<file path="config.mk">
export PLATFORM = sky130hd
export DESIGN_NAME = baud_tick_gen
export DESIGN_NICKNAME = d
export VERILOG_FILES = /design/src/rtl/uart_pkg.sv /design/src/rtl/mod_counter.sv /design/src/rtl/baud_tick_gen.sv
export SDC_FILE = /design/constraint.sdc
export NUM_CORES = 1
export LEC_CHECK = 0
export CAP_MARGIN = 20
export CORE_MARGIN = 3
export CORE_UTILIZATION = 55
export DETAILED_ROUTE_END_ITERATION = 10
export PLACE_DENSITY = 0.79
export SYNTH_ARGS = -nofsm -noshare
export SYNTH_HDL_FRONTEND = slang
export SYNTH_SLANG_ARGS = --single-unit
</file>
<file path="constraint.sdc">
create_clock -name main_clk -period 4.3 [get_ports main_clk]
set_clock_uncertainty 0.05 [all_clocks]
set_input_delay 1.29 -clock main_clk [delete_from_list [all_inputs] [get_ports main_clk]]
set_output_delay 1.29 -clock main_clk [all_outputs]
set_load 0.01 [all_outputs]
</file>
<file path="src/rtl/uart_pkg.sv">
`default_nettype none
// ============================================================================
//  Module      : uart_pkg
//  Description : Shared UART constants and the clog2 helper.
//  Revision    : 1.0 - initial release
// ============================================================================
package uart_pkg;

   function automatic int clog2(input int value);
      int r;
      r = 0;
      for (int i = 0; i < 31; i++) begin
         if ((1 << i) < value) r = i + 1;
      end
      return r;
   endfunction

   localparam int OVERSAMPLE = 16;
   localparam int OS_W       = clog2(OVERSAMPLE);

   // Divisors for a 100 MHz main_clk at 16x oversampling
   localparam int DIV_9600   = 651;
   localparam int DIV_115200 = 54;
   localparam int DIV_921600 = 7;

endpackage
`default_nettype wire

</file>
<file path="src/rtl/mod_counter.sv">
`default_nettype none
// ============================================================================
//  Module      : mod_counter
//  Description : Counter 0..i_last with enable, synchronous clear and wrap pulse.
//  Revision    : 1.0 - initial release
// ============================================================================
module mod_counter #(
   parameter int WIDTH = 8
) (
   input  logic             clk,
   input  logic             rst_n,
   input  logic             i_en,
   input  logic             i_clr,
   input  logic [WIDTH-1:0] i_last,
   output logic [WIDTH-1:0] o_count,
   output logic             o_wrap
);

   logic [WIDTH-1:0] r_count;
   logic             w_wrap;

   // >= keeps the counter bounded if i_last shrinks below the held count
   assign w_wrap  = i_en & ~i_clr & (r_count >= i_last);
   assign o_wrap  = w_wrap;
   assign o_count = r_count;

   always_ff @(posedge clk or negedge rst_n) begin
      if (!rst_n) begin
         r_count <= '0;
      end else if (i_clr) begin
         r_count <= '0;
      end else if (i_en) begin
         r_count <= w_wrap ? '0 : r_count + WIDTH'(1);
      end
   end

endmodule
`default_nettype wire

</file>
<file path="src/rtl/baud_tick_gen.sv">
`default_nettype none
// ============================================================================
//  Module      : baud_tick_gen
//  Description : Oversample / mid-bit / baud clock-enable tick generator.
//  Revision    : 1.0 - initial release
// ============================================================================
module baud_tick_gen #(
   parameter int CNT_W       = 16,
   parameter int OVERSAMPLE  = 16,
   parameter int DEFAULT_DIV = uart_pkg::DIV_115200
) (
   input  logic             main_clk,
   input  logic             reset_n,
   input  logic             enable,
   input  logic [CNT_W-1:0] divisor,
   input  logic             load,
   input  logic             resync,
   output logic             os_tick,
   output logic             mid_tick,
   output logic             baud_tick,
   output logic             baud_clk,
   output logic [CNT_W-1:0] active_div
);
   import uart_pkg::*;

   localparam int                c_os_w        = clog2(OVERSAMPLE);
   localparam logic [c_os_w-1:0] c_os_last     = c_os_w'(OVERSAMPLE - 1);
   localparam logic [c_os_w-1:0] c_os_mid_prev = c_os_w'(OVERSAMPLE / 2 - 1);

   if ((OVERSAMPLE < 2) || ((OVERSAMPLE % 2) != 0)) begin : g_bad_oversample
      $error("OVERSAMPLE must be even and >= 2");
   end

   logic [CNT_W-1:0]  r_active_div;
   logic [CNT_W-1:0]  r_pend_div;
   logic              r_pend_valid;
   logic              r_os_tick;
   logic              r_mid_tick;
   logic              r_baud_tick;
   logic              r_baud_clk;

   logic [CNT_W-1:0]  w_div_last;
   logic [CNT_W-1:0]  w_div_cnt_unused;
   logic [c_os_w-1:0] w_os_cnt;
   logic              w_boundary;
   logic              w_os_wrap;
   logic              w_mid;
   logic              w_apply;
   logic              w_pend_any;
   logic [CNT_W-1:0]  w_next_div;

   // A divisor of 0 runs as 1
   assign w_div_last = (r_active_div == '0) ? '0 : r_active_div - CNT_W'(1);

   mod_counter #(.WIDTH(CNT_W)) u_div_cnt (
      .clk     (main_clk),
      .rst_n   (reset_n),
      .i_en    (enable),
      .i_clr   (resync),
      .i_last  (w_div_last),
      .o_count (w_div_cnt_unused),
      .o_wrap  (w_boundary)
   );

   mod_counter #(.WIDTH(c_os_w)) u_os_cnt (
      .clk     (main_clk),
      .rst_n   (reset_n),
      .i_en    (w_boundary),
      .i_clr   (resync),
      .i_last  (c_os_last),
      .o_count (w_os_cnt),
      .o_wrap  (w_os_wrap)
   );

   assign w_mid      = w_boundary & (w_os_cnt == c_os_mid_prev);
   // New divisors only take effect where no period is in flight
   assign w_apply    = resync | ~enable | w_boundary;
   assign w_pend_any = load | r_pend_valid;
   assign w_next_div = load ? divisor : r_pend_div;

   always_ff @(posedge main_clk or negedge reset_n) begin
      if (!reset_n) begin
         r_active_div <= CNT_W'(DEFAULT_DIV);
         r_pend_div   <= '0;
         r_pend_valid <= 1'b0;
         r_os_tick    <= 1'b0;
         r_mid_tick   <= 1'b0;
         r_baud_tick  <= 1'b0;
         r_baud_clk   <= 1'b0;
      end else begin
         r_os_tick   <= w_boundary;
         r_mid_tick  <= w_mid;
         r_baud_tick <= w_os_wrap;

         if (resync) begin
            r_baud_clk <= 1'b0;
         end else if (w_mid || w_os_wrap) begin
            r_baud_clk <= ~r_baud_clk;
         end

         if (load) r_pend_div <= divisor;

         if (w_apply) begin
            if (w_pend_any) r_active_div <= w_next_div;
            r_pend_valid <= 1'b0;
         end else if (load) begin
            r_pend_valid <= 1'b1;
         end
      end
   end

   assign os_tick    = r_os_tick;
   assign mid_tick   = r_mid_tick;
   assign baud_tick  = r_baud_tick;
   assign baud_clk   = r_baud_clk;
   assign active_div = r_active_div;

endmodule
`default_nettype wire
</file>
---- Word level (Yosys, flattened, before mapping) ----
Cells that the tools add are included.
W data, S select, Z words.
operators by class
  reduce and logical (&&, ||, !) cells .... 7
  add/sub/neg operators ................... 3
  div/mod/pow operators ................... 0
  equal/unequal tests ..................... 1
  shift-type cells ........................ 0
  muxes and demuxes ....................... 12
  multiply operators ...................... 0
  order comparisons ....................... 2
  bitwise operators ....................... 11
operators by type and width
  kind                     count
  $mux W16                 5
  $add A16 B1 Y16 const B  1
  $ge A16 B16 Y1           1
  $logic_not A16 Y1        1
  $sub A16 B1 Y16 const B  1
  $mux W4                  3
  $reduce_bool A2 Y1       4
  $and A1 B1 Y1            5
  $add A4 B1 Y4 const B    1
  $eq A4 B3 Y1 const B     1
  $ge A4 B4 Y1 const B     1
  $mux W1                  4
  $not A1 Y1               3
  $or A1 B1 Y1             3
  $reduce_and A2 Y1        1
  $logic_or A1 B1 Y1       1
word-level totals
  memories ................................ 0
  latch bits .............................. 0
  flip-flop bits (word level) ............. 57
  output and inout port bits .............. 20
  word-level logic and storage cells ...... 45
  bits in writable memories ............... 0
  input bits .............................. 21
  bits in read-only memories .............. 0

---- Logic depth before layout (Yosys ltp) ----
  depth in word-level cells ............... 9
  mapped depth ............................ 15

---- Modules after synthesis ----
Synthesis repeated with hierarchy kept, for this count alone.
unflattened totals
  cell total of the unflattened synthesis .. 327
  area, all modules ....................... 3393.3 um^2
by module, submodules not included
  module                    cells each  area each (um^2)  instances  seq. area each (um^2)
  baud_tick_gen             141         1770.4            1          930.9
  mod_counter at u_div_cnt  151         1280.0            1          400.4
  mod_counter at u_os_cnt   35          342.8             1          100.1

---- Worst setup path after synthesis ----
No wires, ideal clock.
  path type ............................... register to register
  from .................................... reg r_active_div[3], in the netlist active_div[3]
  to ...................................... reg r_active_div[10], in the netlist active_div[10]
  stages on the path, launching flop included .. 13
  arrival time ............................ 3.411 ns
  path buffers ............................ 2
  data required time ...................... 4.125 ns
  setup time .............................. 0.125 ns
  setup slack ............................. 0.714 ns
  cells stage by stage .................... dfrtp_1 nor4_1 nand4_1 clkbuf_1 nand2_1 ha_1 a211o_1 a31oi_1 o221ai_2 a2111oi_4 nor2_4 buf_6 mux2_4
between the ends
  word-level cells in the longest chain between the ends .. 6
  elaborated cells on any way between the ends .. 7
  those cells by class .................... 1 x add/sub; 1 x order compare; 1 x mux; 2 x bitwise; 2 x reduce/logical
RTL lines
  element                                               RTL line              text
  start: declaration                                    baud_tick_gen.sv:34   logic [CNT_W-1:0] r_active_div;
  start signal: assignment                              baud_tick_gen.sv:83   r_active_div <= CNT_W'(DEFAULT_DIV);
  start signal: assignment                              baud_tick_gen.sv:104  if (w_pend_any) r_active_div <= w_next_div;
  $sub A16 B1 Y16 or $logic_not A16 Y1 (tied branches)  baud_tick_gen.sv:53   assign w_div_last = (r_active_div == '0) ? '0 : r_active_div - CNT_W'(1);
  $mux W16 *                                            baud_tick_gen.sv:53
  $ge A16 B16 Y1 *                                      mod_counter.sv:23     assign w_wrap = i_en & ~i_clr & (r_count >= i_last);
  $and A1 B1 Y1 *                                       mod_counter.sv:23
  $or A1 B1 Y1 *                                        baud_tick_gen.sv:77   assign w_apply = resync | ~enable | w_boundary;
  $reduce_and A2 Y1 (no source line) *                  --
Every way passes the cells marked *; elsewhere a longest branch is shown, timed or not.
A chain may end at the register's enable or synchronous reset.

---- Worst setup path in the final report ----
  from .................................... reg r_active_div[7], in the netlist active_div[7]
  to ...................................... reg u_os_cnt.r_count[3], in the netlist u_os_cnt.o_count[3]
between the ends
  word-level cells in the longest chain between the ends .. 9
  elaborated cells on any way between the ends .. 11
  those cells by class .................... 1 x add/sub; 1 x order compare; 4 x mux; 3 x bitwise; 2 x reduce/logical
RTL lines
  element                                               RTL line             text
  $sub A16 B1 Y16 or $logic_not A16 Y1 (tied branches)  baud_tick_gen.sv:53
  $mux W16 *                                            baud_tick_gen.sv:53
  $ge A16 B16 Y1 *                                      mod_counter.sv:23
  $and A1 B1 Y1 *                                       mod_counter.sv:23
  $and A1 B1 Y1 (2 in a row)                            mod_counter.sv:23
  $mux W4                                               mod_counter.sv:33    r_count <= w_wrap ? '0 : r_count + WIDTH'(1);
  $mux W4                                               mod_counter.sv:32    end else if (i_en) begin
  $mux W4                                               mod_counter.sv:30    end else if (i_clr) begin
  end signal: assignment                                mod_counter.sv:33
  end: declaration                                      mod_counter.sv:19    logic [WIDTH-1:0] r_count;
Every way passes the cells marked *; elsewhere a longest branch is shown, timed or not. The select of a mux whose other input is x is not followed.

==> results.yml <==
clocking:
  cts_tree: "yes"
  cts_root_buffer: "clkbuf_8"
  numCtsBuffers: 9
  postCtsHoldBufs: 0
  cts_htree_levels: 3
  cts.path.max_buffers: 2
  clock_latency_ns: 0.34
  cts_sinks: 57
  clk_pin_slew_ns: 0.06
drt:
  ant_nets: 0
  drt-initial-drc-count: 110
  vias: 2401
  firstDrtPassIters: 5
  drc: 0
  wire_per_inst_microns: 15.3
  wl_microns: 6460
  via_per_inst: 5.68
power_and_ir_drop:
  peakVddDrop_mv: 0.298
  clock_power_share_pct: 36.1
  p_leak_nw: 1.74
  seqPwrFrac_pct: 42.6
  p_sw_mw: 0.412
  combPwrFrac_pct: 21.3
  p_int_mw: 1.11
  sw_frac_of_total_pct: 27.0
  power_density_nw_per_um2: 394
place:
  port_buffers: 40
  dp_hpwl_microns: 4610
  gp_congestion: 0.795
worst_setup_path:
  reg2reg_slack_ns: 0.39
  start_kind: "flip-flop"
  arrival_ns: 4.11
  critPathRequiredTime_ns: 4.50
  end_kind: "flip-flop"
  crit_fanout: 11
  critPathKind: "reg -> reg"
finish:
  area_delta_synth_final_pct: 21.5
  layout-drive-gt1-share_pct: 17.9
  final_util_pct: 69.5
  nets: 387
  diodes: 0
timing:
  post-route-period-util_pct: 90.9
  maxSlewHeadroom_pct: 41.8
  tns_ns: 0
  hold_violations: 0
  final_max_slew_viol_count: 0
  worst_slew_pin_slew_ns: 0.868
  setup_viol: 0
  rsz0062_at_grt: "false"
  fin_crit_ns: 3.91
  fmaxAchievable_ghz: 0.256
floorplan:
  start_util_pct: 57.2
  core_area_sq_um: 5570
  die-height_microns: 82.2
  die_w_microns: 82.2
  io_pins: 41
  fp.dieArea_sq_um: 6750
  core.rowCount: 27
synthesis:
  synth_area_sq_um: 3190
  ys.flop_type: "dfrtp_1"
  synthesis.nets: 341
  synth.area.top_cells: "dfrtp_1 42%, ha_1 7.8%, mux2_2 7.8%"
  synthSimpleGateAreaFrac_pct: 15.6
  yosysTopAreaCell: "dfrtp_1"
  synth-xor-area-share_pct: 3.84
  synth_compound_area_share_pct: 12.0
  synth-seq-cells: 57
  synthArstFlopShare_pct: 100
  synth_edf_count: 0
  synth_cell_type_count: 43
  yosysMostFrequentCell: "dfrtp_1"
  synth_top_area_share_pct: 41.6
  synth_seq_area_share_pct: 44.9
  synth_top_family_by_area: "simple AND/OR/NAND/NOR gates"
  yosys_warnings: 0
  synthMuxAreaShare_pct: 13.1
  synthCells: 300
  synthTopCellsByCount: "53 x dfrtp_1, 38 x nand2_1, 22 x mux2_2"
  synth_area_per_cell_sq_um: 10.6
  synth-adder-area-share_pct: 7.85
global_route:
  grt_pass1_wl_microns: 11000
  grt_pass1_vias: 2331
  antenna_found_initial: 0
  overflow: 0
  grt_max_degree: 31
  track_usage_pct: 21.9
outcome:
  outcome: "completed"
worst_hold_path:
  hp-class: "reg -> reg"
run:
  maxCapViolCount: 0
[cell families after synthesis]
kind of cell | after synthesis
multiplexers | 34
AND/OR/NAND/NOR | 101
AO/OA/AOI/OAI | 57
XOR/XNOR | 14
flip-flops | 57
adder cells (fa/ha/maj) | 20
buffers and inverters | 17
[sequential cells by signal, indices dropped and copies added (netlist names)]
register           count
r_pend_valid           1
u_os_cnt.o_count       4
u_div_cnt.o_count     16
active_div            16
baud_clk               1
mid_tick               1
baud_tick              1
os_tick                1
r_pend_div            16
[path summary, 6_finish.rpt]
| path | depth (start not counted) | from | endpoint |
|---|---|---|---|
| max | 11 | active_div[7] | u_os_cnt.o_count[3] |
| max in group asynchronous | 2 | reset_n | u_os_cnt.o_count[2] |
| min reg2reg | 1 | r_pend_div[5] | r_pend_div[5] |
| max reg2reg | 11 | active_div[7] | u_os_cnt.o_count[3] |
| min | 1 | r_pend_div[5] | r_pend_div[5] |
| min in group asynchronous | 1 | reset_n | r_pend_div[13] |
[layout by cell type (no fill, tap or decap), types with 2 or more instances in the layout]
cell             count
dfrtp_1             53
and3_1               5
a21oi_1             21
mux2_4              10
nand4_1              4
a22o_1               3
nor2b_1              2
mux2i_1              2
and2_1               2
mux2_2              22
clkbuf_8            10
nor2_1              15
ha_1                20
a31oi_1             13
clkinv_2             2
nand3_1              7
or2b_1               3
dfstp_2              4
buf_4                4
nor4_1               2
bufinv_16            2
nand2b_1             6
clkdlybuf4s50_1     39
nor3_1               8
o21ai_0             10
or3_1                3
inv_1                8
nand2_1             38
xor2_1               6
xnor2_1              8
[final cells by class]
type                       instances  area [sq um]
clock buffer                      11           141
clock inverter                     5          78.8
multi-input combinational        226          1680
timing repair buffer              44           425
sequential                        57          1430
tap                               72          90.1
fill                             414          1700
inverter                           8          30.0
[what timing repair did]
item | 4_1_cts | 5_1_grt
gates resized for setup | 0 | 1
setup endpoints to repair | 0 | 19
buffers inserted | 0 | 0
[per-stage QoR]
stage	cell area (sq um)	hold slack [ns]	cells	setup WS [ns]	power [mW]
finish	3870	0.450	423	0.390	1.53
CTS	3870	0.452	423	0.216	1.54
detailed placement	3650	0.440	407	0.286	0.982
global placement	3650	0.430	407	0.459	0.972
floorplan	3190	0.404	300	0.714	0.847
global route	3870	0.467	423	0.154	1.61
[power groups by stage]
stage	clock network, mW	logic (mW)	registers [mW]
final	0.550	0.325	0.650
after global routing	0.587	0.363	0.658
after CTS	0.562	0.329	0.649
after detailed placement	0	0.326	0.657
after global placement	0	0.316	0.656
after floorplan	0	0.190	0.657
[layer usage]
metal	vias up	track usage (%)	wire [microns]
li1	1171	-	-
met1	1167	28.5	2950
met4	0	10.6	145
met2	50	34.3	3080
met3	13	5.53	278
met5	-	0	0
[worst max-delay path: stages (launching register included)]
cell and delay [ns]:
dfrtp_1 0.45, nor4_1 0.50, and3_1 0.32, nand2_1 0.09, xnor2_1 0.17, nand2_1 0.08
ha_1 0.30, nand4_1 0.15, nor3_1 0.55, a31oi_1 0.43, or4b_1 0.60, a21oi_1 0.13
(Power assumes the default switching activity.)
